[src/rtl/sigma_delta_mod2.sv]
// Second-order single-bit sigma-delta modulator with saturating integrators
// and an overload monitor that forces integrator recovery after sustained clipping.
// Optional TPDF-like LFSR dither is compiled in when SDM_DITHER_EN is defined.
module sigma_delta_mod2 #(
    parameter int unsigned IN_W      = 16,
    parameter int unsigned INT_W     = 20,
    parameter int unsigned OVL_LIMIT = 15
) (
    input  logic            clk,
    input  logic            reset,
    input  logic            clk_enable,
    input  logic [IN_W-1:0] input_data,
    input  logic            input_valid,
    input  logic            ovl_clear,
    output logic            dac_out,
    output logic            ce_out,
    output logic            overload
);

    localparam int unsigned SUM_W = INT_W + 2;
    localparam int unsigned CNT_W = 8;

    localparam logic [CNT_W-1:0]        CNT_LIMIT = CNT_W'(OVL_LIMIT);
    localparam logic signed [INT_W-1:0] I_MAX     = {1'b0, {(INT_W-1){1'b1}}};
    localparam logic signed [INT_W-1:0] I_MIN     = {1'b1, {(INT_W-1){1'b0}}};
    localparam logic signed [SUM_W-1:0] S_MAX     = SUM_W'(I_MAX);
    localparam logic signed [SUM_W-1:0] S_MIN     = SUM_W'(I_MIN);
    localparam logic signed [SUM_W-1:0] FB        = SUM_W'({1'b1, {(IN_W-1){1'b0}}});

    logic signed [IN_W-1:0]  x_reg;
    logic signed [INT_W-1:0] i1;
    logic signed [INT_W-1:0] i2;
    logic [CNT_W-1:0]        ovl_cnt;

    logic signed [SUM_W-1:0] v_c;
    logic signed [SUM_W-1:0] d_c;
    logic signed [SUM_W-1:0] sum1_c;
    logic signed [SUM_W-1:0] sum2_c;
    logic signed [INT_W-1:0] i1n_c;
    logic signed [INT_W-1:0] i2n_c;
    logic                    sat1_c;
    logic                    sat2_c;
    logic                    force_c;

`ifdef SDM_DITHER_EN
    logic [15:0] lfsr;

    // Fibonacci LFSR x^16+x^14+x^13+x^11+1, advanced once per update
    always_ff @(posedge clk or posedge reset) begin
        if (reset) begin
            lfsr <= 16'hACE1;
        end else if (clk_enable) begin
            lfsr <= {lfsr[0] ^ lfsr[2] ^ lfsr[3] ^ lfsr[5], lfsr[15:1]};
        end
    end

    assign d_c = SUM_W'($signed(lfsr[3:0]));
`else
    assign d_c = '0;
`endif

    // Integrator sums at full width, clamped back to the integrator range
    always_comb begin
        v_c    = dac_out ? FB : -FB;
        sum1_c = SUM_W'(i1) + SUM_W'(x_reg) - v_c;
        sat1_c = (sum1_c > S_MAX) || (sum1_c < S_MIN);
        i1n_c  = sum1_c[INT_W-1:0];
        if (sat1_c) begin
            i1n_c = (sum1_c > S_MAX) ? I_MAX : I_MIN;
        end
        sum2_c = SUM_W'(i2) + SUM_W'(i1n_c) - v_c + d_c;
        sat2_c = (sum2_c > S_MAX) || (sum2_c < S_MIN);
        i2n_c  = sum2_c[INT_W-1:0];
        if (sat2_c) begin
            i2n_c = (sum2_c > S_MAX) ? I_MAX : I_MIN;
        end
        force_c = clk_enable && (ovl_cnt == CNT_LIMIT);
    end

    // Sample capture from the interpolator, independent of the update strobe
    always_ff @(posedge clk or posedge reset) begin
        if (reset) begin
            x_reg <= '0;
        end else if (input_valid) begin
            x_reg <= input_data;
        end
    end

    // Modulator state update, or forced recovery once clipping has persisted
    always_ff @(posedge clk or posedge reset) begin
        if (reset) begin
            i1      <= '0;
            i2      <= '0;
            dac_out <= 1'b1;
            ovl_cnt <= '0;
        end else if (clk_enable) begin
            if (ovl_cnt == CNT_LIMIT) begin
                i1      <= '0;
                i2      <= '0;
                dac_out <= 1'b1;
                ovl_cnt <= '0;
            end else begin
                i1      <= i1n_c;
                i2      <= i2n_c;
                dac_out <= (i2n_c >= 0);
                ovl_cnt <= (sat1_c || sat2_c) ? ovl_cnt + CNT_W'(1) : '0;
            end
        end
    end

    // Sticky overload flag; a forced clear outranks a simultaneous clear request
    always_ff @(posedge clk or posedge reset) begin
        if (reset) begin
            overload <= 1'b0;
        end else if (force_c) begin
            overload <= 1'b1;
        end else if (ovl_clear) begin
            overload <= 1'b0;
        end
    end

    // Output strobe marks the cycle a fresh dac_out is presented
    always_ff @(posedge clk or posedge reset) begin
        if (reset) begin
            ce_out <= 1'b0;
        end else begin
            ce_out <= clk_enable;
        end
    end

endmodule

[config.mk]
export PLATFORM = sky130hd
export DESIGN_NAME = sigma_delta_mod2
export DESIGN_NICKNAME = d
export VERILOG_FILES = /design/src/rtl/sigma_delta_mod2.sv
export SDC_FILE = /design/constraint.sdc
export NUM_CORES = 1
export LEC_CHECK = 0
export BUFFER_PORTS_ARGS = -buffer_cell sky130_fd_sc_hd__buf_2
export CORE_UTILIZATION = 35
export CTS_BUF_LIST = sky130_fd_sc_hd__clkbuf_8
export DETAILED_ROUTE_END_ITERATION = 8
export GPL_TIMING_DRIVEN = 0
export HOLD_SLACK_MARGIN = 0.03
export PLACE_DENSITY_LB_ADDON = 0.2
export SLEW_MARGIN = 0
export SYNTH_ARGS = -nofsm -noshare
export SYNTH_HDL_FRONTEND = slang
export SYNTH_SLANG_ARGS = --single-unit
[constraint.sdc]
create_clock -name clk -period 13.5 [get_ports clk]
set_input_delay 2.025 -clock clk [delete_from_list [all_inputs] [get_ports clk]]
set_output_delay 2.025 -clock clk [all_outputs]
set_load 0.005 [all_outputs]
==> results.toml, run 1 <==
[yosys]
synth_flop_cell = "dfrtp_1"
syn-cell-area_um2 = 5890
synth_edf_count = 0
seq_area_frac_synth = 0.285
ys_seq_elements = 67
syn_inst = 690
synth.distinct_cells = 67
synthArstFlopShare = 1.00
syn_area_per_cell_um2 = 8.53
synthesis.nets = 792
synth_warnings = 0

[cells_and_area]
final_nets = 826
synthToLayoutAreaGrowth_pct = 10.4
antenna_cells = 0
fillers = 1711
final_cell_mix = "inv_1, ha_1, dfrtp_1"
layout-drive-gt1-share = 0.0947
layout.cells.most_common = "inv_1"

[grt]
grt.busiest_layer = "met2"
gr-usage-met3 = 0.0239
grt_overflow = 0
use_met1 = 0.225
grt_usage = 0.173
use_met2 = 0.291
first_global_vias = 4830
antenna_found_initial = 0
grt_pass1_wl_um = 23800
grt_max_degree = 68

[placement]
dpl.hpwl_um = 11100
gp_congestion = 0.915
port_buffers = 23

[clock_tree]
cts_post_setup_buffers_inserted = 0
cts-root-buf = "clkbuf_8"
path_clk_slew_ns = 0.09
ctsLongestPathBuffers = 2
insertion_delay_ns = 0.36
cts.repair.resized = 0
tritoncts = "yes"
cts_made_buffers = 9
hold_buffers = 0
htreeDepth = 3
cts.sinks = 67

[route]
drtIter0Drc = 194
ant_nets = 0
route.detailed.drc = 0
wl_per_cell_um = 14.7
via_per_inst = 5.02
drt-total-wl_um = 13900
vias = 4765
firstDrtPassIters = 4

[die]
die-area_um2 = 17300
row_count = 47
io_pins = 24
die_y_um = 132
die_w_um = 132
start_util = 0.356
core_region_area_um2 = 16500

[sta]
fin_crit_ns = 8.01
grt_setup_unrepaired = "no"
hold_viol = 0
max_slew_margin = 0.258
finalSetupViolations = 0
fin_tns_setup_ns = 0
fin_worst_skew_ns = 0.0122
drv_slew = 0
tightest_slew_ns = 1.10
max_freq_mhz = 125
min_period_over_period = 0.593

[setup_path]
crit_arrival_ns = 8.30
path_max_fanout = 10
end_kind = "flip-flop"
ff2ff_setup_slack_ns = 5.49
worstSetupPathType = "reg -> reg"
worstPathRequired_ns = 13.79
start_kind = "flip-flop"

[outcome]
status = "finished, final reports clean"

[run]
maxCapViolCount = 0

[worst_hold_path]
min-delay-path-class = "reg -> reg"
[final cells by class]
type | count | area, µm² | share of cell area
Timing Repair Buffer | 23 | 115 | 0.0177
Multi-Input combinational cell | 479 | 3650 | 0.562
Buffer | 22 | 97.6 | 0.0150
Sequential cell | 67 | 1680 | 0.258
Tap cell | 220 | 275 | 0.0424
Inverter | 122 | 460 | 0.0709
Clock buffer | 9 | 124 | 0.0191
Clock inverter | 7 | 92.6 | 0.0143
[worst max-delay path, cell delays in order, from the launching register on]
cell       delay (ns)
dfstp_2          0.69
inv_1            0.22
fa_1             0.57
inv_1            0.04
ha_1             0.27
clkbuf_1         0.24
and2_1           0.24
nand3_1          0.13
nor3_1           0.37
o2111ai_1        0.25
o211ai_1         0.17
xnor2_1          0.19
o21bai_1         0.65
buf_2            0.34
nand2_1          0.11
fa_1             0.49
inv_1            0.05
ha_1             0.33
a21oi_1          0.07
o21ai_0          0.37
nor4_1           0.10
a2111oi_0        0.52
nand3_1          0.25
nor3b_1          0.23
a21oi_1          0.08
a21oi_2          0.43
buf_2            0.35
a221o_1          0.19
[routing by layer]
metal | vias up | share of wire
met2 | 63 | 0.46
met4 | 0 | 0.021
met5 | - | 0
met3 | 22 | 0.022
li1 | 2450 | -
met1 | 2230 | 0.49
[final timing paths]
kind	startpoint	to	cells past startpoint
min reg2reg	i1[3]$_DFFE_PP0P_	i1[3]$_DFFE_PP0P_	2
max reg2reg	dac_out$_DFFE_PP1P_	i2[8]$_DFFE_PP0P_	27
max	dac_out$_DFFE_PP1P_	i2[8]$_DFFE_PP0P_	27
min	i1[3]$_DFFE_PP0P_	i1[3]$_DFFE_PP0P_	2
min in group asynchronous	reset	i1[5]$_DFFE_PP0P_	2
max in group asynchronous	reset	i1[19]$_DFFE_PP0P_	2
[through the flow]
stage	cells	area [µm²]	utilization	hold slack (ns)	setup WS, ns
6_report	949	6490	0.393	0.498	5.49
5_1_grt	949	6490	0.393	0.520	4.66
4_1_cts	949	6490	0.393	0.501	5.30
3_5_place_dp	933	6280	0.380	0.481	5.37
3_3_place_gp	933	6280	0.380	0.470	5.45
2_1_floorplan	690	5890	-	0.446	7.05
[logic make-up after synthesis]
group,synth area share
multiplexers,0.00723
XOR/XNOR,0.0536
AND/OR/NAND/NOR,0.141
flip-flops,0.285
buffers and inverters,0.0944
AO/OA/AOI/OAI,0.236
adder cells (fa/ha/maj),0.182
[synthesized netlist by cell type, types with 7 or more instances]
library cell / count / area share
a31o_1: 10 / 0.015
a21o_1: 21 / 0.027
nand2b_1: 15 / 0.016
ha_1: 73 / 0.16
clkbuf_1: 14 / 0.0089
dfrtp_1: 66 / 0.28
nor2b_1: 10 / 0.011
fa_1: 8 / 0.027
xor2_1: 12 / 0.018
a21oi_1: 38 / 0.032
nand3_1: 10 / 0.0085
inv_1: 122 / 0.078
nand2_1: 59 / 0.038
nor3_1: 7 / 0.0060
nor2_1: 37 / 0.024
xnor2_1: 24 / 0.036
o21ai_0: 36 / 0.031
a221o_1: 19 / 0.032
o21a_1: 7 / 0.0089
Power of run 1 is not shown: default switching activity piles up to over one toggle a cycle in this logic, so the estimate is an artifact.
==> run 2: changes to the inputs <==
==> constraint.sdc (replaced) <==
create_clock -name clk -period 6.9 [get_ports clk]
set_input_delay 1.035 -clock clk [delete_from_list [all_inputs] [get_ports clk]]
set_output_delay 1.035 -clock clk [all_outputs]
set_load 0.005 [all_outputs]
==> run 2 against run 1 <==
Net effect: register-to-register slack got worse by 5.2 ns; fmax rose by 22%; critical path depth down 1; sequential share of layout area decreased by 1.1 points; count of clock-buffer cells in the layout is the same; first-iteration DRC count up 1.5%.
==> results.toml, run 2 (same netlist as run 1, synthesis figures left out) <==
[grt]
grt_usage = 0.174
antenna_found_initial = 0
first_global_vias = 4872
grt_overflow = 0
grt_max_degree = 68
grt_pass1_wl_um = 24000

[route]
drtIter0Drc = 197
via_per_inst = 5.08
drt-total-wl_um = 14300
ant_nets = 0
wl_per_cell_um = 14.8
vias = 4888
route.detailed.drc = 0
firstDrtPassIters = 4

[die]
die_w_um = 132
start_util = 0.356
die_y_um = 132
row_count = 47
io_pins = 24
die-area_um2 = 17300
core_region_area_um2 = 16500

[setup_path]
crit_arrival_ns = 6.83
end_kind = "flip-flop"
cp_num_buf_inv = 4
worstSetupPathType = "reg -> reg"
worstPathRequired_ns = 7.16
start_kind = "flip-flop"
critPathSlowestCell = "dfstp_4"
path_max_fanout = 7
cpPeakStageDelay_ns = 0.68
critical_path.top_delay_family = "compound AO/OA/AOI/OAI gates"

[cells_and_area]
multi_input_area_um2 = 3830
layout.cells.most_common = "inv_1"
seqCellArea_um2 = 1680
stdcell_count = 962
final_cell_mix = "inv_1, ha_1, dfrtp_1"
finalCoreUtilization = 0.411
fin_area_um2 = 6790
antenna_cells = 0
fillers = 1687
synthToLayoutAreaGrowth_pct = 15.4
layout-drive-gt1-share = 0.144
final_nets = 839

[clock_tree]
insertion_delay_ns = 0.36
ctsLongestPathBuffers = 2
cts_made_buffers = 9
cts.sinks = 67
htreeDepth = 3
path_clk_slew_ns = 0.09
cts-root-buf = "clkbuf_8"
tritoncts = "yes"

[placement]
gp_congestion = 0.915
port_buffers = 23
placedCellCount = 933
dpl.hpwl_um = 11100
dpl-instance-area_um2 = 6280

[sta]
fin_crit_ns = 6.57
drv_slew = 0
finalSetupViolations = 0
hold_viol = 0
max_freq_mhz = 152
tightest_slew_ns = 1.36
fin_worst_skew_ns = 0.0125
min_period_over_period = 0.952
max_slew_margin = 0.0839
grt_setup_unrepaired = "no"

[run]
maxCapViolCount = 0

[outcome]
status = "finished, final reports clean"

[worst_hold_path]
min-delay-path-class = "reg -> reg"
## run 2: final cells by class
class                   count  share of cell area
flip-flops and latches     67               0.248
plain buffers              21              0.0155
clock buffers               9              0.0182
clock inverters             7              0.0136
inverters                 122              0.0683
well taps                 220              0.0405
repair buffers             37              0.0324
multi-input cells         479               0.564
## run 2: through the flow
stage                     TNS, ns  worst slack [ns]  hold slack (ns)
final                           0             0.329            0.495
after global routing            0            0.0459            0.521
after CTS                       0            0.0114            0.501
after detailed placement   -28.78             -1.23            0.481
after global placement     -26.53             -1.15            0.470
after floorplan                 0             0.449            0.446
## run 2: what timing repair did
action / 4_1_cts / 5_1_grt
gates resized for setup: 25 / 20
hold buffers: 0 / 0
endpoints found under the setup margin: 29 / 27
pin swaps: 6 / 12
buffers inserted: 6 / 8
## run 2: worst paths after layout
path / start / to / slack [ns] / cells after the start
worst max-delay path: dac_out$_DFFE_PP1P_ / ovl_cnt[4]$_DFFE_PP0P_ / 0.33 / 26
worst min register to register: i1[3]$_DFFE_PP0P_ / i1[3]$_DFFE_PP0P_ / 0.50 / 2
worst max register to register: dac_out$_DFFE_PP1P_ / ovl_cnt[4]$_DFFE_PP0P_ / 0.33 / 26
worst min-delay path: i1[3]$_DFFE_PP0P_ / i1[3]$_DFFE_PP0P_ / 0.50 / 2
min in group asynchronous: reset / i1[5]$_DFFE_PP0P_ / 0.87 / 2
max in group asynchronous: reset / i1[19]$_DFFE_PP0P_ / 5.49 / 2
## run 2: per-layer routing
layer | global-route usage | vias up | wire length (µm)
met2 | 0.298 | 76 | 6710
met1 | 0.225 | 2314 | 6830
met3 | 0.0228 | 21 | 417
met5 | 0 | - | 0
met4 | 0.0568 | 0 | 310
li1 | - | 2477 | -
## run 2: worst register-to-register path, cell delays in order, from the launching register on
cell        delay (ns)
dfstp_4           0.68
clkinvlp_4        0.12
fa_1              0.53
inv_1             0.07
ha_4              0.31
and2_4            0.17
nand3_2           0.11
nor3_4            0.26
o2111ai_2         0.19
o211ai_1          0.20
xnor2_2           0.23
a21boi_4          0.13
buf_4             0.18
or3b_1            0.40
nand2_1           0.11
ha_1              0.15
inv_1             0.04
ha_2              0.38
o21a_1            0.14
o211ai_1          0.09
nor3_2            0.30
a41oi_2           0.22
a31oi_4           0.31
mux2_2            0.40
a2bb2oi_4         0.21
o31ai_2           0.17
o32ai_1           0.35
Power of run 2 is left out for the same reason.
==> run 3: changes to the inputs <==
--- a/config.mk
+++ b/config.mk
@@ -9,7 +9,7 @@
 export CORE_UTILIZATION = 35
 export CTS_BUF_LIST = sky130_fd_sc_hd__clkbuf_8
 export DETAILED_ROUTE_END_ITERATION = 8
-export GPL_TIMING_DRIVEN = 0
+export GPL_TIMING_DRIVEN = 1
 export HOLD_SLACK_MARGIN = 0.03
 export PLACE_DENSITY_LB_ADDON = 0.2
 export SLEW_MARGIN = 0
==> run 3 against run 2 <==
Net effect: count of clock-buffer cells in the layout grew 4; highest routed layer unchanged; register-to-register slack gained 0.11 ns; routed wire length shrank 0.87%; via count shrank 1.1%; first-iteration DRC count grew 74%; clock skew shrank 0.0071 ns; design area shrank 3.2%; utilization shrank 1.3 points; die area is the same; non-clock buffer count shrank 19; global-route usage shrank 0.16 points; largest cell class unchanged; critical path depth shrank 1.
==> results.toml, run 3 (same netlist as run 1, synthesis figures left out) <==
[sta]
grt_setup_unrepaired = "no"
max_slew_margin = 0.269
hold_viol = 0
min_period_over_period = 0.936
max_freq_mhz = 155
fin_tns_setup_ns = 0
drv_slew = 0
tightest_slew_ns = 1.08
fin_worst_skew_ns = 0.00539
fin_crit_ns = 6.46
finalSetupViolations = 0

[setup_path]
worstSetupPathType = "reg -> reg"
path_max_fanout = 8
crit_arrival_ns = 6.71
worstPathRequired_ns = 7.15
end_kind = "flip-flop"
start_kind = "flip-flop"

[cells_and_area]
layout.cells.most_common = "inv_1"
antenna_cells = 0
final_cell_mix = "inv_1, ha_1, dfrtp_1"
synthToLayoutAreaGrowth_pct = 11.7
fillers = 1702
layout-drive-gt1-share = 0.113
final_nets = 821

[route]
drtIter0Drc = 342
ant_nets = 0
route.detailed.drc = 0
firstDrtPassIters = 5
wl_per_cell_um = 15.0
drt-total-wl_um = 14100
via_per_inst = 5.13
vias = 4836

[clock_tree]
path_clk_slew_ns = 0.07
cts.sinks = 67
tritoncts = "yes"
cts_made_buffers = 9
cts-root-buf = "clkbuf_8"
insertion_delay_ns = 0.34
ctsLongestPathBuffers = 2
htreeDepth = 3

[die]
die_w_um = 132
row_count = 47
io_pins = 24
die-area_um2 = 17300
die_y_um = 132
core_region_area_um2 = 16500
start_util = 0.356

[grt]
grt_overflow = 0
use_met1 = 0.226
grt_usage = 0.172
grt.busiest_layer = "met2"
gr-usage-met3 = 0.0278
grt_pass1_wl_um = 24200
antenna_found_initial = 0
use_met2 = 0.287
grt_max_degree = 68
first_global_vias = 4999

[worst_hold_path]
min-delay-path-class = "reg -> reg"

[placement]
gp_congestion = 0.851
dpl.hpwl_um = 10600
port_buffers = 23

[run]
maxCapViolCount = 0

[outcome]
status = "finished, final reports clean"
[run 3: stage by stage]
step           std cells   util  hold WS [ns]  setup slack, ns  instance area, µm²
5_1_grt              943  0.398         0.530           0.0153                6580
4_1_cts              940  0.393         0.497            0.213                6500
2_1_floorplan        690      -         0.446            0.449                5890
3_3_place_gp         925  0.380         0.472           0.0750                6280
3_5_place_dp         925  0.380         0.478           0.0701                6280
6_report             943  0.398         0.495            0.441                6580
[run 3: path summary, 6_finish.rpt]
check,from,to,slack (ns),cells past startpoint
setup / recovery,dac_out$_DFFE_PP1P_,ovl_cnt[4]$_DFFE_PP0P_,0.44,25
max in group asynchronous,reset,ovl_cnt[2]$_DFFE_PP0P_,5.38,3
hold / removal,i1[3]$_DFFE_PP0P_,i1[3]$_DFFE_PP0P_,0.49,2
setup reg to reg,dac_out$_DFFE_PP1P_,ovl_cnt[4]$_DFFE_PP0P_,0.44,25
min in group asynchronous,reset,i2[6]$_DFFE_PP0P_,0.95,3
hold reg to reg,i1[3]$_DFFE_PP0P_,i1[3]$_DFFE_PP0P_,0.49,2
[run 3: cell type report]
| class | instances | area, µm² | area share |
|---|---|---|---|
| flip-flops and latches | 67 | 1680 | 0.255 |
| well taps | 220 | 275 | 0.0419 |
| clock inverters | 2 | 33.8 | 0.00514 |
| inverters | 122 | 458 | 0.0696 |
| repair buffers | 39 | 248 | 0.0377 |
| multi-input cells | 480 | 3700 | 0.563 |
| clock buffers | 13 | 179 | 0.0272 |
[run 3: critical path, cell delays in order, from the launching register on]
cell	delay (ns)
dfstp_2	0.53
inv_1	0.12
fa_1	0.55
inv_1	0.04
ha_1	0.29
buf_4	0.16
a21oi_1	0.21
o21ai_0	0.17
a21oi_1	0.18
o211ai_1	0.17
xnor2_2	0.37
a21boi_2	0.20
or3b_1	0.47
nand2_1	0.10
ha_1	0.13
inv_1	0.04
ha_1	0.37
o21a_1	0.15
o211ai_1	0.09
nor3_1	0.32
a41oi_1	0.22
a31oi_2	0.32
mux2_2	0.39
a2bb2oi_2	0.32
o31ai_4	0.16
o32ai_1	0.26
[run 3: timing repair]
action,4_1_cts,5_1_grt
setup buffers,0,2
resized for setup,1,10
pin swaps,0,2
cloned,0,1
hold endpoints to repair,0,0
hold buffers,0,0
endpoints found under the setup margin,17,26
[run 3: routing by layer]
| layer | share of wire | wire length (µm) |
|---|---|---|
| met3 | 0.035 | 502 |
| met5 | 0 | 0 |
| met4 | 0.017 | 238 |
| met2 | 0.47 | 6660 |
| met1 | 0.48 | 6740 |
Power of run 3 is left out for the same reason.
